===== src/rtl/dmem_arbiter_pkg.sv =====
// Shared constants for the data-memory arbiter: FSM state codes and master ids.
// Policy macro DMEM_ARB_RR_EN (round-robin) is consumed by dmem_arb_pick.
package dmem_arbiter_pkg;

    typedef logic mid_t;

    localparam logic [0:0] ST_IDLE   = 1'b0;
    localparam logic [0:0] ST_ACCESS = 1'b1;

    localparam mid_t MID_M0 = 1'b0;
    localparam mid_t MID_M1 = 1'b1;

endpackage


===== src/rtl/dmem_arbiter_pick.sv =====
// Combinational 2-way picker for dmem_arbiter.
// Default: fixed priority (m0 wins). With DMEM_ARB_RR_EN defined: round-robin on ties.
module dmem_arb_pick
    import dmem_arbiter_pkg::*;
(
    input  logic req0,
    input  logic req1,
    input  mid_t last_grant,
    output logic valid,
    output mid_t winner_id
);

    assign valid = req0 | req1;

`ifdef DMEM_ARB_RR_EN
    always_comb begin
        winner_id = MID_M0;
        if (req0 && req1) begin
            // Tie goes to whoever was not served last.
            winner_id = (last_grant == MID_M0) ? MID_M1 : MID_M0;
        end else if (req1) begin
            winner_id = MID_M1;
        end
    end
`else
    logic unused_last_grant;
    assign unused_last_grant = last_grant;
    assign winner_id = req0 ? MID_M0 : MID_M1;
`endif

endmodule


===== src/rtl/dmem_arbiter.sv =====
// Two-master arbiter in front of a single-ported data memory; one access in flight.
// Arbitration policy selected by DMEM_ARB_RR_EN (see dmem_arb_pick).
module dmem_arbiter
    import dmem_arbiter_pkg::*;
#(
    parameter int ADDR_W = 32,
    parameter int DATA_W = 32
) (
    input  logic              clk,
    input  logic              rst_n,
    input  logic              m0_req,
    input  logic              m0_we,
    input  logic [ADDR_W-1:0] m0_addr,
    input  logic [DATA_W-1:0] m0_wdata,
    output logic              m0_gnt,
    output logic              m0_rvalid,
    output logic [DATA_W-1:0] m0_rdata,
    input  logic              m1_req,
    input  logic              m1_we,
    input  logic [ADDR_W-1:0] m1_addr,
    input  logic [DATA_W-1:0] m1_wdata,
    output logic              m1_gnt,
    output logic              m1_rvalid,
    output logic [DATA_W-1:0] m1_rdata,
    output logic              mem_read,
    output logic              mem_write,
    output logic [ADDR_W-1:0] mem_addr,
    output logic [DATA_W-1:0] mem_wdata,
    input  logic [DATA_W-1:0] mem_rdata,
    output logic              busy
);

    logic [0:0]        state_q, state_d;
    mid_t              gid_q, gid_d;
    mid_t              last_grant_q, last_grant_d;
    logic              mem_read_q, mem_read_d;
    logic              mem_write_q, mem_write_d;
    logic [ADDR_W-1:0] mem_addr_q, mem_addr_d;
    logic [DATA_W-1:0] mem_wdata_q, mem_wdata_d;
    logic [1:0]        rvalid_q, rvalid_d;
    logic [DATA_W-1:0] rdata_q [2];
    logic [DATA_W-1:0] rdata_d [2];
    logic [1:0]        gnt;

    logic              pick_valid;
    mid_t              pick_id;
    logic              sel_we;
    logic [ADDR_W-1:0] sel_addr;
    logic [DATA_W-1:0] sel_wdata;

    dmem_arb_pick u_pick (
        .req0       (m0_req),
        .req1       (m1_req),
        .last_grant (last_grant_q),
        .valid      (pick_valid),
        .winner_id  (pick_id)
    );

    assign sel_we    = (pick_id == MID_M1) ? m1_we    : m0_we;
    assign sel_addr  = (pick_id == MID_M1) ? m1_addr  : m0_addr;
    assign sel_wdata = (pick_id == MID_M1) ? m1_wdata : m0_wdata;

    always_comb begin
        state_d      = state_q;
        gid_d        = gid_q;
        last_grant_d = last_grant_q;
        mem_read_d   = 1'b0;
        mem_write_d  = 1'b0;
        mem_addr_d   = '0;
        mem_wdata_d  = '0;
        case (state_q)
            ST_IDLE: begin
                if (pick_valid) begin
                    state_d      = ST_ACCESS;
                    gid_d        = pick_id;
                    last_grant_d = pick_id;
                    mem_read_d   = ~sel_we;
                    mem_write_d  = sel_we;
                    mem_addr_d   = sel_addr;
                    mem_wdata_d  = sel_we ? sel_wdata : '0;
                end
            end
            default: state_d = ST_IDLE;
        endcase
    end

    // Read data is captured at the edge that ends ACCESS and held until the next read.
    genvar gi;
    generate
        for (gi = 0; gi < 2; gi++) begin : g_master
            localparam mid_t ID = (gi == 1) ? MID_M1 : MID_M0;
            assign gnt[gi]      = (state_q == ST_ACCESS) && (gid_q == ID);
            assign rvalid_d[gi] = gnt[gi] && mem_read_q;
            assign rdata_d[gi]  = rvalid_d[gi] ? mem_rdata : rdata_q[gi];
        end
    endgenerate

    always_ff @(posedge clk) begin
        if (!rst_n) begin
            state_q      <= ST_IDLE;
            gid_q        <= MID_M0;
            last_grant_q <= MID_M1;
            mem_read_q   <= 1'b0;
            mem_write_q  <= 1'b0;
            mem_addr_q   <= '0;
            mem_wdata_q  <= '0;
            rvalid_q     <= '0;
            rdata_q[0]   <= '0;
            rdata_q[1]   <= '0;
        end else begin
            state_q      <= state_d;
            gid_q        <= gid_d;
            last_grant_q <= last_grant_d;
            mem_read_q   <= mem_read_d;
            mem_write_q  <= mem_write_d;
            mem_addr_q   <= mem_addr_d;
            mem_wdata_q  <= mem_wdata_d;
            rvalid_q     <= rvalid_d;
            rdata_q[0]   <= rdata_d[0];
            rdata_q[1]   <= rdata_d[1];
        end
    end

    assign m0_gnt    = gnt[0];
    assign m1_gnt    = gnt[1];
    assign m0_rvalid = rvalid_q[0];
    assign m1_rvalid = rvalid_q[1];
    assign m0_rdata  = rdata_q[0];
    assign m1_rdata  = rdata_q[1];
    assign mem_read  = mem_read_q;
    assign mem_write = mem_write_q;
    assign mem_addr  = mem_addr_q;
    assign mem_wdata = mem_wdata_q;
    assign busy      = (state_q == ST_ACCESS);

endmodule


===== config.mk =====
export PLATFORM = sky130hd
export DESIGN_NAME = dmem_arbiter
export DESIGN_NICKNAME = d
export VERILOG_FILES = /design/src/rtl/dmem_arbiter_pkg.sv /design/src/rtl/dmem_arbiter_pick.sv /design/src/rtl/dmem_arbiter.sv
export SDC_FILE = /design/constraint.sdc
export NUM_CORES = 1
export LEC_CHECK = 0
export ABC_CLOCK_PERIOD_IN_PS = 1750
export BUFFER_PORTS_ARGS = -buffer_cell sky130_fd_sc_hd__buf_2
export CAP_MARGIN = 20
export CORE_MARGIN = 1.5
export CORE_UTILIZATION = 40
export DETAILED_ROUTE_END_ITERATION = 8
export MAX_ROUTING_LAYER = met4
export PLACE_DENSITY = 0.71
export SYNTH_ARGS = -nofsm -noshare
export SYNTH_HDL_FRONTEND = slang
export SYNTH_SLANG_ARGS = --single-unit

===== constraint.sdc =====
create_clock -name clk -period 1.75 [get_ports clk]
set_clock_uncertainty 0.05 [all_clocks]
set_input_delay 0.0875 -clock clk [delete_from_list [all_inputs] [get_ports clk]]
set_output_delay 0.0875 -clock clk [all_outputs]
set_load 0.02 [all_outputs]

==> results.toml, run 1 <==
[global_route]
grt_pass1_wl_um = 26570
overflow = 0
grt_pass1_vias = 5308
antenna_found_initial = 0
gr-usage-all-layers_pct = 27.05
grt_max_degree = 51

[yosys]
synth_ff_type = "dfxtp_1"
ys_seq_elements = 134
synthesis.instances = 482
yosysWarnings = 0
seq_area_frac_synth_pct = 51.74
netlist_top_cells_area = "dfxtp_1 52%, mux2i_1 25%, nand2_1 7.0%, a211oi_1 4.3%, nor3_1 3.1%"
synth_edf_count = 0
synth_cell_types = 24
synth_top_cell_by_area = "dfxtp_1"
synthArstFlopShare_pct = 0
netlist.area_leader.share_pct = 51.74
syn-num-nets = 648
synth_area_um2 = 5185
avgSynthCellArea_um2 = 10.76

[critical_path]
path_cells = "nand2b_4, a2111oi_2, dlygate4sd3_1"
crit_type = "reg -> reg"
path_max_fanout = 8
critPathTopFamily = "buffers and inverters"
start_kind = "register"
worst_setup_path_end_kind = "register"
worstSetupPathDepth = 3
critPathSlowestCell = "dlygate4sd3_1"
critPathBufInv = 1
slowest_delay_ns = 0.58
required_ns = 2.06
r2r_cells = 3
cp.arrival_ns = 1.85

[flow_run]
drv_cap = 0

[floorplanning]
core_area_um2 = 12620
rows = 41
die_w_um = 116.9
pin_count = 301
die_area_um2 = 13650
die_height_um = 116.9
initial_core_util_pct = 41.09

[drt]
vias = 5418
postRouteAntennaNets = 0
drc = 0
first_pass_iters = 4
via_per_inst = 4.899
wl_per_cell_um = 16.86
drt_iter0_markers = 372
wl_um = 18650

[hold_path]
hold_depth = 3
worst_hold_path_type = "in -> reg"

[outcome]
status = "complete, no violations"

[cts]
insertion_delay_ns = 0.41
cts_tree = "yes"
root_buffer = "clkbuf_16"
cts_resized = 0
hold_buffers = 151
cts.sinks = 134
cts_buffer_depth = 2
numCtsBuffers = 17
clk_pin_slew_ns = 0.05
h-tree-depth = 4
cts_setup_buffers = 0

[sta]
hold_viol = 0
finalSetupViolCount = 0
slew_headroom_pct = 70.17
rsz0062_at_grt = "false"
min_period_ns = 1.543
post-route-period-util_pct = 88.16
maxSlewViolCount = 0
worstMarginPinSlew_ns = 0.4474
max_freq_mhz = 648.2
fin_setup_tns_ns = 0

[cells_and_area]
final_net_count = 1089
synthToLayoutAreaGrowth_pct = 69.91
multi_input_area_um2 = 2186
layout.cells.most_common = "buf_2"
mostFrequentLayoutCells = "299 x buf_2, 153 x dlygate4sd3_1, 134 x dfxtp_1"
layout-drive-gt1-share_pct = 37.04
num-fill-cells = 906
diodes = 0
final_cells = 1106
seqCellArea_um2 = 2683

[placement]
gp_congestion = 0.7947
numPortBuffers = 300
hpwl_um = 10630
dp.cells = 923

[power]
p_leak_uw = 0.004465
ir_drop_v = 0.0005495
p_per_area_nw_per_um2 = 878.4
==> sequential cells by signal, indices dropped and copies added, names as in the netlist <==
register,count
busy,1
gid_q,1
mem_addr,32
mem_read,1
mem_wdata,32
mem_write,1
rdata_q,64
rvalid_q,2
==> Yosys cell counts, drive strengths merged (2+ instances only) <==
| cell | n |
|---|---|
| buf | 32 |
| inv | 2 |
| nor2 | 3 |
| and2 | 2 |
| clkbuf | 10 |
| nor3 | 32 |
| nand2 | 97 |
| dfxtp | 134 |
| mux2i | 128 |
| nor2b | 3 |
| a211oi | 32 |
==> worst register-to-register path: stages, from the launching register on <==
cell	delay (ns)
dfxtp_1	0.37
nand2b_4	0.18
a2111oi_2	0.31
dlygate4sd3_1	0.58
==> kinds of logic after synthesis <==
group,Yosys count,synth area share [%]
mux,128,24.71
simple gates,141,11.99
flops,134,51.74
compound gates,35,5.429
buf+inv,44,6.129
==> per-layer routing <==
metal | global-route usage, % | up-vias | share of wire, % | wire, µm
li1 | - | 2548 | - | -
met1 | 26.32 | 2491 | 37 | 6950
met2 | 45.61 | 289 | 50 | 9239
met3 | 7.467 | 90 | 6.3 | 1176
met4 | 21.20 | 0 | 6.9 | 1285
met5 | - | - | 0 | 0
==> per-stage QoR <==
stage / worst slack (ns) / instance area [µm²] / utilization [%] / power [µW] / hold WS, ns
finish: 0.2072 / 8810 / 69.81 / 7739 / 0.02816
global route: 0.09220 / 8810 / 69.81 / 8011 / 0.01062
CTS: 0.1801 / 8790 / 69.65 / 7722 / 0.007605
detailed placement: 0.3994 / 6715 / 53.21 / 4071 / 0.2644
global placement: 0.4986 / 6715 / 53.21 / 4051 / 0.2797
floorplan: 0.4490 / 5185 / - / 3727 / 0.1365
==> final cells by class <==
type | count | share of cell area (%)
clock buffers | 27 | 5.937
clock inverters | 3 | 0.4545
inverters | 2 | 0.08522
multi-input cells | 304 | 24.81
flip-flops and latches | 134 | 30.45
well taps | 172 | 2.443
repair buffers | 464 | 35.82
==> power breakdown <==
group	internal (µW)	total, µW	switching, µW
clock network	2160	3360	1200
logic	615	1190	578
registers	3150	3190	35.1
total	5930	7740	1810
==> path summary, 6_finish.rpt <==
kind         slack, ns            from              to
max               0.21            busy        mem_read
min               0.03    m1_wdata[26]   mem_wdata[26]
max reg2reg       0.21            busy        mem_read
min reg2reg       0.40  rdata_q[0][61]  rdata_q[0][61]
Power figures use the tool's default switching activity.
==> run 2, diff against run 1 <==
CORE_AREA = 2 2 116 118   (was default)
CORE_MARGIN = default   (was 1.5)
CORE_UTILIZATION = default   (was 40)
DIE_AREA = 0 0 118 120   (was default)
GPL_ROUTABILITY_DRIVEN = 0   (was default)
PLACE_DENSITY = 0.68   (was 0.71)
SYNTH_HIERARCHICAL = 1   (was default)
==> run 2 against run 1 <==
  * Worst setup slack improved by 0.11 ns
  * Sequential power hardly changed
  * Non-clock buffer count increased by 7
  * First-iteration DRC count decreased by 28%
  * Cell count is 1.4% higher
  * Synthesized cell count decreased by 0.41%
  * Cell area decreased by 2.5%
  * Critical path type unchanged
  * Largest cell class unchanged
  * Highest routed layer unchanged
==> results.toml, run 2 <==
[global_route]
antenna_found_initial = 1
gr-usage-all-layers_pct = 24.85
grt_pass1_wl_um = 26750
grt_max_degree = 66
overflow = 0
grt_pass1_vias = 5390

[cells_and_area]
layout-drive-gt1-share_pct = 39.30
synthToLayoutAreaGrowth_pct = 82.40
num-fill-cells = 972
mostFrequentLayoutCells = "300 x buf_2, 163 x dlygate4sd3_1, 134 x dfxtp_1"
largest_reg_flops = 64
final_net_count = 1097
largest_register = "rdata_q"
layout.cells.most_common = "buf_2"

[outcome]
status = "complete, no violations"

[critical_path]
crit_type = "reg -> reg"
required_ns = 2.04
worst_setup_path_end_kind = "register"
path_max_fanout = 10
cp.arrival_ns = 1.73
start_kind = "register"

[floorplanning]
rows = 42
die_height_um = 120
die_area_um2 = 14160
pin_count = 301
initial_core_util_pct = 36.26
die_w_um = 118
core_area_um2 = 12980

[drt]
vias = 5217
drc = 0
wl_um = 16900
first_pass_iters = 4
postRouteAntennaNets = 0
wl_per_cell_um = 15.08
via_per_inst = 4.654
drt_iter0_markers = 269

[sta]
slew_headroom_pct = 59.95
hold_viol = 0
fin_setup_tns_ns = 0
setup_slack_ns = 0.3145
maxSlewViolCount = 0
rsz0062_at_grt = "false"
max_freq_mhz = 696.6
post-route-period-util_pct = 82.03
finalSetupViolCount = 0
min_period_ns = 1.435
worstMarginPinSlew_ns = 0.6008

[placement]
numPortBuffers = 300
post-place-ws_ns = 0.3504
hpwl_um = 9848

[yosys]
syn-num-nets = 646
synthesis.instances = 480
yosysWarnings = 6
avgSynthCellArea_um2 = 9.806
synth_area_um2 = 4707

[cts]
numCtsBuffers = 17
cts_buffer_depth = 2
clk_pin_slew_ns = 0.06
cts_tree = "yes"
h-tree-depth = 4
insertion_delay_ns = 0.41
cts_setup_buffers = 0
root_buffer = "clkbuf_16"
cts.sinks = 134

[power]
ir_drop_v = 0.0006219
p_leak_uw = 0.004240
p_per_area_nw_per_um2 = 922.9

[flow_run]
drv_cap = 0

[hold_path]
worst_hold_path_type = "in -> reg"
-- run 2: metrics by stage --
stage / util (%) / cell area [µm²] / total power [µW] / std cells / hold slack, ns
after floorplan: - / 4707 / 3674 / 480 / 0.1814
after global placement: 48.91 / 6349 / 4013 / 925 / 0.2674
after detailed placement: 48.91 / 6349 / 4019 / 925 / 0.2791
after CTS: 66.13 / 8583 / 7953 / 1120 / 0.03657
after global routing: 66.15 / 8586 / 8230 / 1121 / 0.07398
final: 66.15 / 8586 / 7923 / 1121 / 0.05645
-- run 2: worst paths after layout --
check,from,to,slack (ns),cells past startpoint
hold / removal,m1_req,gid_q,0.06,5
setup reg to reg,busy,mem_wdata[27],0.31,6
setup / recovery,busy,mem_wdata[27],0.31,6
hold reg to reg,rdata_q[0][14],rdata_q[0][14],0.41,2
-- run 2: metal layers --
metal | routed length (µm) | vias to the layer above | GRT usage, %
met5 | 0 | - | -
met3 | 1248 | 69 | 7.367
met4 | 926 | 0 | 16.42
met1 | 6346 | 2328 | 24.62
met2 | 8381 | 293 | 42.55
li1 | - | 2527 | -
-- run 2: power by group --
part           internal (µW)  switching [µW]  leakage [µW]
Sequential              3150            33.4       0.00109
Combinational            613             537       0.00286
Clock                   2350            1240      0.000294
Total                   6110            1810       0.00424
-- run 2: cell type report --
cell class                      instances  area, µm²  area share (%)
Inverter                                4      21.27          0.2477
Timing Repair Buffer                  471       3243           37.77
Multi-Input combinational cell        303       1813           21.12
Tap cell                              176      220.2           2.565
Clock buffer                           24      481.7           5.611
Clock inverter                          8      121.4           1.414
Sequential cell                       134       2683           31.24
Antenna cell                            1      2.502         0.02915
-- run 2: what timing repair did --
action,CTS,global route
hold buffers,163,0
endpoints found under the hold margin,132,0
gates resized for setup,0,0
-- run 2: critical path, stage by stage, from the launching register on --
cell      delay, ns
dfxtp_1        0.36
nand2b_1       0.17
or2_1          0.26
clkinv_4       0.07
nand2_4        0.12
buf_4          0.21
nor2_2         0.13
